<file path="src/rtl/pipe_ctrl.sv">
// Pipeline hazard controller: per-stage stall vector, branch flush redirect and multicycle-op tracking.
// Optional multicycle watchdog enabled by defining PIPE_CTRL_TIMEOUT_EN.
module pipe_ctrl #(
  parameter int TIMEOUT_CYCLES = 64
) (
  input  logic        clk,
  input  logic        rst,
  input  logic        stallreq_if,
  input  logic        stallreq_id,
  input  logic        stallreq_me,
  input  logic        mc_start,
  input  logic        mc_done,
  input  logic        branch_flag,
  input  logic [31:0] branch_target,
  output logic [5:0]  stall,
  output logic        flush,
  output logic [31:0] flush_pc,
  output logic        mc_busy,
  output logic [7:0]  mc_cycles,
  output logic        mc_timeout
);

  typedef enum logic [1:0] {RUN, MC_WAIT, FLUSH} state_t;

  state_t      r_state;
  state_t      w_next;
  logic [7:0]  r_count;
  logic [31:0] r_flush_pc;
  logic [7:0]  r_mc_cycles;
  logic        r_mc_busy;
  logic        w_mc_hold;
  logic        w_timeout;
  logic        w_take_branch;
  logic [5:0]  w_stall;

  assign w_mc_hold = (r_state == MC_WAIT) && !mc_done;

`ifdef PIPE_CTRL_TIMEOUT_EN
  assign w_timeout = (r_state == MC_WAIT) && !mc_done && (r_count == 8'(TIMEOUT_CYCLES));
`else
  // Parameter still referenced so the default build has no unused parameter.
  assign w_timeout = 1'b0 & (r_count == 8'(TIMEOUT_CYCLES));
`endif

  // Highest stalled stage wins; everything upstream of it holds as well.
  always_comb begin
    w_stall = 6'b000000;
    if (stallreq_me)      w_stall = 6'b011111;
    else if (w_mc_hold)   w_stall = 6'b001111;
    else if (stallreq_id) w_stall = 6'b000111;
    else if (stallreq_if) w_stall = 6'b000011;
  end

  always_comb begin
    w_next        = r_state;
    w_take_branch = 1'b0;
    case (r_state)
      RUN: begin
        if (mc_start) begin
          w_next = MC_WAIT;
        end else if (branch_flag && !w_stall[3]) begin
          w_next        = FLUSH;
          w_take_branch = 1'b1;
        end
      end
      MC_WAIT: begin
        if (mc_done || w_timeout) w_next = RUN;
      end
      FLUSH: begin
        if (branch_flag && !w_stall[3]) begin
          w_next        = FLUSH;
          w_take_branch = 1'b1;
        end else begin
          w_next = RUN;
        end
      end
      default: w_next = RUN;
    endcase
  end

  always_ff @(posedge clk or posedge rst) begin
    if (rst) begin
      r_state     <= RUN;
      r_count     <= 8'd0;
      r_flush_pc  <= 32'h0;
      r_mc_cycles <= 8'd0;
      r_mc_busy   <= 1'b0;
    end else begin
      r_state   <= w_next;
      r_mc_busy <= (w_next == MC_WAIT);
      if (r_state == RUN && mc_start) begin
        r_count <= 8'd1;
      end else if (r_state == MC_WAIT && r_count != 8'hFF) begin
        r_count <= r_count + 8'd1;
      end
      if (w_take_branch) r_flush_pc <= branch_target;
      // A done in the limit cycle reports the real count, not the abort marker.
      if (r_state == MC_WAIT && mc_done) begin
        r_mc_cycles <= r_count;
      end else if (w_timeout) begin
        r_mc_cycles <= 8'hFF;
      end
    end
  end

  assign stall      = w_stall;
  assign flush      = (r_state == FLUSH);
  assign flush_pc   = r_flush_pc;
  assign mc_busy    = r_mc_busy;
  assign mc_cycles  = r_mc_cycles;
  assign mc_timeout = w_timeout;

endmodule

</file>
<file path="config.mk">
export PLATFORM = sky130hd
export DESIGN_NAME = pipe_ctrl
export DESIGN_NICKNAME = d
export VERILOG_FILES = /design/src/rtl/pipe_ctrl.sv
export SDC_FILE = /design/constraint.sdc
export NUM_CORES = 1
export LEC_CHECK = 0
export BUFFER_PORTS_ARGS = -buffer_cell sky130_fd_sc_hd__buf_2
export CORE_ASPECT_RATIO = 0.9
export CORE_MARGIN = 2
export CORE_UTILIZATION = 48
export CTS_BUF_LIST = sky130_fd_sc_hd__clkbuf_8 sky130_fd_sc_hd__clkbuf_16
export DETAILED_ROUTE_END_ITERATION = 8
export GPL_ROUTABILITY_DRIVEN = 0
export PLACE_DENSITY = 0.79
export SYNTH_ARGS = -nofsm -noshare
export SYNTH_HDL_FRONTEND = slang
export SYNTH_SLANG_ARGS = --single-unit
</file>
<file path="constraint.sdc">
create_clock -name clk -period 1.7 [get_ports clk]
set_clock_uncertainty 0.05 [all_clocks]
set_input_delay 0.255 -clock clk [delete_from_list [all_inputs] [get_ports clk]]
set_output_delay 0.255 -clock clk [all_outputs]
set_load 0.03 [all_outputs]
</file>
==> summary.md, run 1 <==
| Metric | Value |
|---|---|
| F_max | `0.5714 GHz` |
| Post-route minimum period | `1.750 ns` |
| Setup TNS | `-0.09868 ns` |
| Max Root-Sink Buffers | `2` |
| Most frequent cell after synthesis | `sky130_fd_sc_hd__dfrtp_1` |
| Number of distinct library cell variants in the gate-level netlist after synthesis | `37` |
| Top cells by area in the synthesized netlist | `sky130_fd_sc_hd__dfrtp_1 57%, sky130_fd_sc_hd__mux2_4 19%, sky130_fd_sc_hd__mux2_2 5.5%, sky130_fd_sc_hd__buf_6 1.5%, sky130_fd_sc_hd__buf_4 1.3%` |
| Slowest stage delay, CP | `0.44 ns` |
| Post-synth top flop | `sky130_fd_sc_hd__dfrtp_1` |
| Final number of max-transition violations | `0` |
| Number of enable flip-flop cells after synthesis | `0` |
| Sequential cell area | `1276 um2` |
| Number of fillers in the final layout | `356` |
| Vias after detailed routing | `1,504` |
| Final setup violating endpoints | `2` |
| Cell depth of the worst hold path | `2` |
| Cell area after layout | `2925 um2` |
| Power Density | `1455 nW/um2` |
| Number of optimization iterations in the first detailed-route pass | `4` |
| CTS buffer count | `5` |
| Yosys synthesis warning count | `0` |
| Proportion of layout cells with a drive suffix above 1 | `60.48%` |
| Hold WC Path Type | `input port to flip-flop` |
| Arr. time, crit path | `1.44 ns` |
| Die Height | `69 um` |
| Synth Area per Inst | `14.83 um2` |
| Final routed wirelength across all metal layers | `4.442 mm` |
| Source-to-sink clock delay at the later pin of the worst-skew pair | `0.30 ns` |
| Ordered list of cells on the worst path | `nand2b_1 -> nor2_1 -> or4_4 -> buf_6` |
| Width of the die | `76.23 um` |
| Period utilisation layout | `102.9%` |
| Cell at the root of the clock tree | `sky130_fd_sc_hd__clkbuf_8` |
| R2r worst-path depth | `6` |
| Detail-routed via count per cell | `4.852` |
| Setup repair after global routing missed its margin | `true` |
| Final hold viol count | `0` |
| Layout Area Growth over Synthesis | `29.82%` |
| Post-Place Cell Area | `2763 um2` |
| Gate Count Post-Synth | `152` |
| Number of global-route vias before repair | `1,506` |
| Share of flip-flops with an asynchronous set or reset after synthesis | `100.0%` |
| Remaining design rule violation count | `0` |
| Critical register-to-register path startpoint | `r_state[1]` |
| Worst Hold Launch | `branch_target[17]` |
| Cell area after synthesis | `2253 um2` |
| Status | `finished with violations` |
| Reg-to-Reg End | `flush_pc[29]` |
| TritonCTS clock tree | `built` |
| Initial antenna violation count | `0` |
| Final #Nets | `289` |
| Yosys top cell by area | `sky130_fd_sc_hd__dfrtp_1` |
| First-pass GRT wire length | `7.348 mm` |
| Placed cell count | `298` |
| TritonCTS sink count | `51` |
| Setup slack after layout | `-0.04995 ns` |
| CP max FO | `3` |
| Leftover overflow at the end of global routing | `0` |
| Static leakage power | `1.574 nW` |
| First-iteration detailed-routing DRC count | `97` |
| Max rail drop VDD | `888.5 uV` |
| Post-route ant nets | `0` |
| Effective utilization at floorplan | `50.20%` |
| Cell types with the highest counts after synthesis | `51 x sky130_fd_sc_hd__dfrtp_1, 29 x sky130_fd_sc_hd__mux2_4, 11 x sky130_fd_sc_hd__mux2_2` |
| Area used by multi-input combinational logic | `915.9 um2` |
| Half-perimeter wire length after detailed placement | `3.176 mm` |
| Sort of element at the end of the critical path | `output pin` |
| Overall track demand over capacity in global routing | `17.67%` |
| Pin count of the biggest net entering global routing | `32` |
| Kind of launch point of the worst setup path | `flip-flop` |
| Final-layout worst hold slack | `0.1357 ns` |
| Core region area | `4489 um2` |
| Post-CTS clock slew at the launch and capture registers of the worst setup and hold paths | `0.10 ns` |
| Worst setup path category | `flip-flop to output pin` |
| Slowest stage cell on the critical path | `sky130_fd_sc_hd__or4_4` |
| Failing checks | `setup timing` |
| Count of input and output buffers | `86` |
| Max-cap violations | `0` |
| Number of placement rows | `23` |
| Sequential share of the synthesized area | `56.64%` |
| Number of synthesized register bits | `51` |
| CP required | `1.39 ns` |
| Worst-case hold path end point | `flush_pc[17]` |
| End-of-flow core utilization | `65.16%` |
| CTS H-tree lvls | `2` |
| Total power draw | `4.257 mW` |
| Antenna Cells | `0` |
| Share of the synthesized area in the top cell type | `56.64%` |
| Reg2Reg Setup Slack | `0.05 ns` |
| Number of non-filler instances in the completed layout | `310` |
| Floorplan die area | `5260 um2` |
| Average detailed-routed wire length per instance | `14.33 um` |
| Top Ports | `89` |
| Setup slack at placement | `0.1449 ns` |
[cell type report]
type | count | area share [%]
Sequential cell | 51 | 43.63
Inverter | 2 | 0.2566
Tap cell | 62 | 2.652
Clock inverter | 2 | 1.155
Timing Repair Buffer | 96 | 18.65
Multi-Input combinational cell | 92 | 31.31
Clock buffer | 5 | 2.352
[worst max-delay path: cells and delay by family, from the launching register on]
family / cells / cell delay, ns
flip-flops: 1 / 0.39
AND/OR/NAND/NOR: 3 / 0.60
buffers and inverters: 1 / 0.16
[repair_timing]
item | 4_1_cts | 5_1_grt
gates resized for setup | 4 | 1
hold buffers | 1 | 0
buffers inserted | 2 | 2
endpoints found under the hold margin | 20 | 0
setup endpoints to repair | 4 | 4
[sequential cells by signal, indices dropped and copies added, names as in the netlist]
| name | cells |
|---|---|
| r_count | 8 |
| flush_pc | 32 |
| r_state | 2 |
| mc_cycles | 8 |
| mc_busy | 1 |
[placed cells by master (no fill, tap or decap), types with 2 or more instances in the layout]
cell type                  count
sky130_fd_sc_hd__buf_2        84
sky130_fd_sc_hd__dfrtp_1      51
sky130_fd_sc_hd__mux2_4       29
sky130_fd_sc_hd__mux2_2       11
sky130_fd_sc_hd__buf_4         7
sky130_fd_sc_hd__o21ai_0       5
sky130_fd_sc_hd__clkbuf_8      5
sky130_fd_sc_hd__nor3_1        4
sky130_fd_sc_hd__nor2_1        3
sky130_fd_sc_hd__o211ai_1      3
sky130_fd_sc_hd__and4_1        3
sky130_fd_sc_hd__nand3_1       2
sky130_fd_sc_hd__mux2i_1       2
sky130_fd_sc_hd__or2_2         2
sky130_fd_sc_hd__nand2_1       2
sky130_fd_sc_hd__a31oi_1       2
sky130_fd_sc_hd__a21oi_1       2
sky130_fd_sc_hd__nor2b_1       2
sky130_fd_sc_hd__inv_1         2
sky130_fd_sc_hd__conb_1        2
sky130_fd_sc_hd__buf_6         2
sky130_fd_sc_hd__buf_12        2
[metal layers]
metal / vias up / global-route usage (%) / share of wire (%)
li1: 727 / - / -
met1: 714 / 23.84 / 47
met2: 55 / 27.73 / 47
met3: 8 / 4.974 / 5.2
met4: 0 / 5.859 / 1.6
met5: - / 0 / 0
[worst max-delay path by stage]
stage | start | end | slack, ns | cells after the start
after floorplan | r_state[0] | stall[1] | 0.08 | 5
after global placement | r_state[1] | stall[1] | 0.18 | 4
after detailed placement | r_state[1] | stall[1] | 0.14 | 4
after CTS | r_state[0] | stall[1] | -0.05 | 4
after global routing | r_state[0] | stall[0] | -0.11 | 4
final | r_state[0] | stall[0] | -0.05 | 4
[kinds of logic after synthesis]
kind of cell / share of synthesized area, %
simple gates: 10.05
compound gates: 3.498
other cells: 0.1664
mux: 25.71
flops: 56.64
fa+ha+maj: 0.5552
buf+inv: 3.387
[where the power goes]
part / switching [mW] / leakage, nW / total (mW) / internal [mW]
clock: 0.372 / 0.0554 / 0.797 / 0.426
combinational: 0.994 / 0.886 / 1.70 / 0.702
sequential: 0.213 / 0.632 / 1.76 / 1.55
No activity file was read; power rests on OpenSTA's default activity.
==> inputs of run 2 (changes only) <==
--- a/config.mk
+++ b/config.mk
@@ -6,13 +6,12 @@
 export NUM_CORES = 1
 export LEC_CHECK = 0
 export BUFFER_PORTS_ARGS = -buffer_cell sky130_fd_sc_hd__buf_2
-export CORE_ASPECT_RATIO = 0.9
 export CORE_MARGIN = 2
 export CORE_UTILIZATION = 48
 export CTS_BUF_LIST = sky130_fd_sc_hd__clkbuf_8 sky130_fd_sc_hd__clkbuf_16
 export DETAILED_ROUTE_END_ITERATION = 8
 export GPL_ROUTABILITY_DRIVEN = 0
-export PLACE_DENSITY = 0.79
+export PLACE_DENSITY_LB_ADDON = 0.05
 export SYNTH_ARGS = -nofsm -noshare
 export SYNTH_HDL_FRONTEND = slang
 export SYNTH_SLANG_ARGS = --single-unit
==> summary.md, run 2 (synthesized netlist as in run 1, its figures left out) <==
| Metric | Value |
|---|---|
| Setup slack after layout | `-0.03326 ns` |
| Top Ports | `89` |
| Setup repair after global routing missed its margin | `true` |
| Half-perimeter wire length after detailed placement | `3.295 mm` |
| Max rail drop VDD | `702.5 uV` |
| Period utilisation layout | `102.0%` |
| Vias after detailed routing | `1,542` |
| Power Density | `1425 nW/um2` |
| CP max FO | `3` |
| Most frequent cells in the layout | `83 x sky130_fd_sc_hd__buf_2, 51 x sky130_fd_sc_hd__dfrtp_1, 29 x sky130_fd_sc_hd__mux2_4` |
| Initial antenna violation count | `0` |
| Detail-routed via count per cell | `5.157` |
| CTS buffer count | `5` |
| Max Root-Sink Buffers | `2` |
| Average detailed-routed wire length per instance | `14.71 um` |
| Final routed wirelength across all metal layers | `4.397 mm` |
| Final setup violating endpoints | `2` |
| Antenna Cells | `0` |
| Arr. time, crit path | `1.43 ns` |
| Die Height | `72.52 um` |
| Total power draw | `4.118 mW` |
| Most frequent standard cell in the layout excluding fill and tap cells | `sky130_fd_sc_hd__buf_2` |
| Overall track demand over capacity in global routing | `18.02%` |
| Static leakage power | `1.556 nW` |
| Final hold viol count | `0` |
| Post-route ant nets | `0` |
| Number of optimization iterations in the first detailed-route pass | `4` |
| Number of global-route vias before repair | `1,613` |
| Kind of launch point of the worst setup path | `flip-flop` |
| First-pass GRT wire length | `7.327 mm` |
| Layout Area Growth over Synthesis | `28.26%` |
| Remaining design rule violation count | `0` |
| Effective utilization at floorplan | `50.70%` |
| Source-to-sink clock delay at the later pin of the worst-skew pair | `0.30 ns` |
| Number of placement rows | `24` |
| Width of the die | `72.52 um` |
| Leftover overflow at the end of global routing | `0` |
| Cell depth of the worst hold path | `2` |
| Sequential cell area | `1276 um2` |
| Proportion of layout cells with a drive suffix above 1 | `61.13%` |
| Worst setup path category | `flip-flop to output pin` |
| Status | `finished with violations` |
| CP required | `1.39 ns` |
| Post-route minimum period | `1.733 ns` |
| F_max | `0.5769 GHz` |
| Number of flip-flops under the largest register name | `32` |
| Post-CTS clock slew at the launch and capture registers of the worst setup and hold paths | `0.09 ns` |
| R2r worst-path depth | `5` |
| Final-layout worst hold slack | `0.1273 ns` |
| Max-cap violations | `0` |
| Area used by multi-input combinational logic | `918.4 um2` |
| CTS H-tree lvls | `2` |
| Hold WC Path Type | `input port to flip-flop` |
| Final #Nets | `288` |
| Pin count of the biggest net entering global routing | `33` |
| Final number of max-transition violations | `0` |
| Failing checks | `setup timing` |
| Number of fillers in the final layout | `357` |
| Core region area | `4444 um2` |
| Count of input and output buffers | `86` |
| Cell at the root of the clock tree | `sky130_fd_sc_hd__clkbuf_8` |
| Sort of element at the end of the critical path | `output pin` |
| Floorplan die area | `5258 um2` |
| TritonCTS clock tree | `built` |
| TritonCTS sink count | `51` |
| First-iteration detailed-routing DRC count | `97` |
run 2: cell types whose count changed in the layout (fill, tap and decap cells not counted), sizes merged:
| cell | before | now |
|---|---|---|
| buf | 95 | 94 |
| bufinv | 1 | 0 |
| clkinv | 0 | 2 |
| inv | 3 | 2 |
run 2: worst max-delay path, stage by stage, from the launching register on:
cell and delay, ns:
sky130_fd_sc_hd__dfrtp_1 0.42, sky130_fd_sc_hd__nand2b_4 0.09, sky130_fd_sc_hd__nor2_2 0.04, sky130_fd_sc_hd__or4_4 0.43, sky130_fd_sc_hd__buf_6 0.16
run 2: per-stage QoR:
step	utilization (%)	setup slack, ns	std cells	area [um2]	TNS [ns]
6_report	65.03	-0.03326	299	2890	-0.06599
5_1_grt	65.03	-0.07619	299	2890	-0.1525
4_1_cts	64.98	-0.02753	299	2888	-0.05482
3_5_place_dp	62.05	0.1526	289	2758	0
3_3_place_gp	62.05	0.1741	289	2758	0
2_1_floorplan	-	0.07654	153	2261	0
run 2: path summary, 6_finish.rpt:
kind | slack [ns] | startpoint | endpoint
max in group asynchronous | 0.62 | rst | r_count[1]
worst max register to register | 0.08 | r_state[0] | mc_cycles[0]
worst min register to register | 0.45 | mc_cycles[6] | mc_cycles[6]
worst max-delay path | -0.03 | r_state[0] | stall[0]
worst min-delay path | 0.13 | branch_target[12] | flush_pc[12]
min in group asynchronous | 0.45 | rst | flush_pc[10]
run 2: layout make-up:
cell class / count / share of cell area, %
sequential: 51 / 44.16
multi-input combinational: 92 / 31.77
timing repair buffer: 95 / 18.70
clock buffer: 5 / 2.381
tap: 52 / 2.251
clock inverter: 2 / 0.4762
inverter: 2 / 0.2597
run 2: power breakdown:
| part | switching, mW | leakage (nW) | internal (mW) | total [mW] |
|---|---|---|---|---|
| combinational | 0.995 | 0.880 | 0.698 | 1.69 |
| clock | 0.380 | 0.0440 | 0.282 | 0.662 |
| sequential | 0.211 | 0.632 | 1.55 | 1.76 |
| total | 1.59 | 1.56 | 2.53 | 4.12 |
run 2: repair_timing:
| item | 4_1_cts | 5_1_grt |
|---|---|---|
| resized for setup | 6 | 2 |
| hold endpoints to repair | 19 | 0 |
| endpoints found under the setup margin | 4 | 4 |
| buffers inserted | 2 | 0 |
| hold buffers | 1 | 0 |
| pin swaps | 0 | 0 |
run 2: metal layers:
| metal | share of wire, % | routed length (um) | up-vias | GRT usage [%] |
|---|---|---|---|---|
| met5 | 0 | 0 | - | 0 |
| met4 | 1.4 | 63 | 0 | 6.173 |
| met3 | 5.6 | 248 | 7 | 3.194 |
| li1 | - | - | 732 | - |
| met2 | 53 | 2314 | 52 | 32.11 |
| met1 | 40 | 1771 | 751 | 21.99 |
==> inputs of run 3 (changes only) <==
--- a/config.mk
+++ b/config.mk
@@ -5,6 +5,7 @@
 export SDC_FILE = /design/constraint.sdc
 export NUM_CORES = 1
 export LEC_CHECK = 0
+export ABC_AREA = 1
 export BUFFER_PORTS_ARGS = -buffer_cell sky130_fd_sc_hd__buf_2
 export CORE_MARGIN = 2
 export CORE_UTILIZATION = 48
==> constraint.sdc (replaced) <==
create_clock -name clk -period 1.7 [get_ports clk]
set_clock_uncertainty 0.05 [all_clocks]
set_input_delay 0.255 -clock clk [delete_from_list [all_inputs] [get_ports clk]]
set_output_delay 0.255 -clock clk [all_outputs]
set_load 0.05 [all_outputs]
==> summary.md, run 3 <==
| Metric | Value |
|---|---|
| Largest family of logic cells by synthesized area | `simple AND/OR/NAND/NOR gates` |
| Internal portion of total power | `2.393 mW` |
| Area fraction in and, or, nand and nor cells after synthesis | `30.55%` |
| Slowest stage delay, CP | `0.37 ns` |
| Final routed wirelength across all metal layers | `4.571 mm` |
| Cell area after synthesis | `2216 um2` |
| Post-CTS clock slew at the launch and capture registers of the worst setup and hold paths | `0.09 ns` |
| Max rail drop VDD | `820.2 uV` |
| Top cells by area in the synthesized netlist | `sky130_fd_sc_hd__dfrtp_1 58%, sky130_fd_sc_hd__nand2_1 22%, sky130_fd_sc_hd__o21ai_1 2.0%, sky130_fd_sc_hd__nand3_1 1.8%, sky130_fd_sc_hd__inv_1 1.7%` |
| Worst setup path category | `flip-flop to output pin` |
| Leftover overflow at the end of global routing | `0` |
| Sequential share of the synthesized area | `57.59%` |
| Number of fillers in the final layout | `356` |
| TritonCTS sink count | `51` |
| Number of global-route vias before repair | `1,790` |
| Number of flip-flops under the largest register name | `32` |
| Switching power | `2.070 mW` |
| Hold WC Path Type | `input port to flip-flop` |
| Period utilisation layout | `106.0%` |
| Setup slack after layout | `-0.1012 ns` |
| CP required | `1.39 ns` |
| Arr. time, crit path | `1.50 ns` |
| Most frequent standard cell in the layout excluding fill and tap cells | `sky130_fd_sc_hd__nand2_1` |
| Adder and majority cell fraction of the synthesized area | `0.5647%` |
| Number of optimization iterations in the first detailed-route pass | `4` |
| Half-perimeter wire length after detailed placement | `3.369 mm` |
| Final hold viol count | `0` |
| End-of-flow core utilization | `66.70%` |
| Cell depth of the worst hold path | `3` |
| Antenna Cells | `0` |
| Reg2Reg Setup Slack | `0.28 ns` |
| Vias after detailed routing | `1,951` |
| CP max FO | `2` |
| First-iteration detailed-routing DRC count | `54` |
| Combinational group share of total power | `44.8%` |
| Overall track demand over capacity in global routing | `18.89%` |
| Core region area | `4414 um2` |
| Mux share of post-synthesis cell area | `0.5082%` |
| Final setup violating endpoints | `4` |
| Max Root-Sink Buffers | `2` |
| Sort of element at the end of the critical path | `output pin` |
| First-pass GRT wire length | `7.624 mm` |
| Yosys synthesis warning count | `0` |
| Failing checks | `setup timing` |
| R2r worst-path depth | `9` |
| Post-route ant nets | `0` |
| F_max | `0.5552 GHz` |
| CTS H-tree lvls | `2` |
| Yosys top cell by area | `sky130_fd_sc_hd__dfrtp_1` |
| Source-to-sink clock delay at the later pin of the worst-skew pair | `0.30 ns` |
| Sequential group share of total power | `38.6%` |
| Pin count of the biggest net entering global routing | `24` |
| Setup repair after global routing missed its margin | `true` |
| Cell types with the highest counts after synthesis | `131 x sky130_fd_sc_hd__nand2_1, 51 x sky130_fd_sc_hd__dfrtp_1, 10 x sky130_fd_sc_hd__inv_1` |
| Proportion of layout cells with a drive suffix above 1 | `36.21%` |
| Slew at the pin closest to its max-slew limit | `0.5353 ns` |
| Number of placement rows | `24` |
| Cell area after layout | `2944 um2` |
| Remaining design rule violation count | `0` |
| Slowest stage cell on the critical path | `sky130_fd_sc_hd__dfrtp_1` |
| Floorplan die area | `5176 um2` |
| Static leakage power | `1.717 nW` |
| Cell at the root of the clock tree | `sky130_fd_sc_hd__clkbuf_8` |
| Synth Area per Inst | `8.556 um2` |
| Final number of max-transition violations | `0` |
| Effective utilization at floorplan | `50.20%` |
| Share of flip-flops with an asynchronous set or reset after synthesis | `100.0%` |
| Gate Count Post-Synth | `259` |
| Max-cap violations | `0` |
| Final #Nets | `399` |
| Count of input and output buffers | `86` |
| Layout Area Growth over Synthesis | `32.86%` |
| Status | `finished with violations` |
| Compound-Gate Fraction of Synth Area | `2.428%` |
| Die Height | `71.95 um` |
| Number of distinct library cell variants in the gate-level netlist after synthesis | `26` |
| Setup slack at placement | `0.1207 ns` |
| TritonCTS clock tree | `built` |
| Switching part of the total | `46.38%` |
| Post-synth top flop | `sky130_fd_sc_hd__dfrtp_1` |
| Ordered list of cells on the worst path | `inv_2 -> nor2_4 -> inv_2 -> or2_4 -> nand2_8 -> inv_4 -> nand3b_4 -> buf_8` |
| Top Ports | `89` |
| Post-Place Cell Area | `2740 um2` |
| Share of the synthesized area in the top cell type | `57.59%` |
| Initial antenna violation count | `0` |
| CTS buffer count | `5` |
| Worst slew margin relative to its limit | `64.26%` |
| Most frequent cell after synthesis | `sky130_fd_sc_hd__nand2_1` |
| Kind of launch point of the worst setup path | `flip-flop` |
| Number of synthesized register bits | `51` |
| Area share of xor/xnor cells in the synthesized design | `1.186%` |
| Number of enable flip-flop cells after synthesis | `0` |
| Clock network power share | `16.6%` |
| Detail-routed via count per cell | `4.747` |
| Power Density | `1516 nW/um2` |
| Most repeated library cell on the critical path | `sky130_fd_sc_hd__inv_2` |
| Width of the die | `71.95 um` |
| Average detailed-routed wire length per instance | `11.12 um` |
| Most frequent cells in the layout | `131 x sky130_fd_sc_hd__nand2_1, 81 x sky130_fd_sc_hd__buf_2, 51 x sky130_fd_sc_hd__dfrtp_1` |
| Post-route minimum period | `1.801 ns` |
run 3: changes by cell type in the layout (fill, tap and decap cells not counted), moves of 7 or more:
cell	delta
sky130_fd_sc_hd__nand2_1	+129
sky130_fd_sc_hd__inv_1	+9
sky130_fd_sc_hd__mux2_2	-11
sky130_fd_sc_hd__o21ai_1	+9
sky130_fd_sc_hd__nor2_1	+7
sky130_fd_sc_hd__mux2_4	-29
run 3: cell families (layout without fill, tap and decap cells):
group	Yosys count	count (layout)
other cells	1	2
mux	1	1
simple gates	162	162
fa+ha+maj	1	1
compound gates	10	10
buf+inv	30	129
flops	51	51
xor+xnor	3	3
run 3: per-stage QoR:
step                      instances  hold WS (ns)  power [mW]  TNS, ns
after floorplan                 260        0.3146       3.229        0
after global placement          395        0.2737       3.676        0
after detailed placement        395        0.2721       3.703        0
after CTS                       409       0.07587       4.490  -0.3841
after global routing            411       0.08976       4.728  -0.6689
final                           411       0.08930       4.463  -0.3703
run 3: critical path, delay by kind of cell (launching register included):
family        cells  cell delay, ns
simple gates      4            0.54
flops             1            0.37
buf+inv           4            0.30
run 3: worst paths after layout:
path	startpoint	end
setup reg to reg	r_count[0]	r_count[7]
setup / recovery	r_state[0]	stall[0]
max in group asynchronous	rst	flush_pc[26]
hold reg to reg	flush_pc[5]	flush_pc[5]
hold / removal	branch_target[17]	flush_pc[17]
min in group asynchronous	rst	flush_pc[0]
run 3: final cells by class:
class	count	area (um2)	share of cell area [%]
flip-flops and latches	51	1276	43.35
multi-input cells	179	810.8	27.54
repair buffers	102	616.8	20.95
clock buffers	7	96.34	3.272
inverters	19	75.07	2.550
well taps	52	65.06	2.210
clock inverters	1	3.754	0.1275
run 3: metal layers:
metal,up-vias,track usage [%],share of wire [%]
li1,979,-,-
met1,898,25.72,47
met2,68,29.01,45
met3,6,5.556,7.1
met4,0,6.918,1.5
met5,-,0,0
run 3: timing repair:
action | 4_1_cts | 5_1_grt
setup buffers | 5 | 2
hold buffers | 1 | 0
pin swaps | 2 | 0
endpoints found under the hold margin | 21 | 0
resized for setup | 9 | 5
endpoints found under the setup margin | 4 | 4
run 3: power by group through the flow:
stage,combinational [mW],clock [mW],sequential [mW]
4_1_cts,2.00,0.765,1.72
5_1_grt,2.15,0.809,1.77
3_3_place_gp,1.93,0,1.75
2_1_floorplan,0.517,0,2.71
3_5_place_dp,1.96,0,1.74
6_report,2.00,0.742,1.72
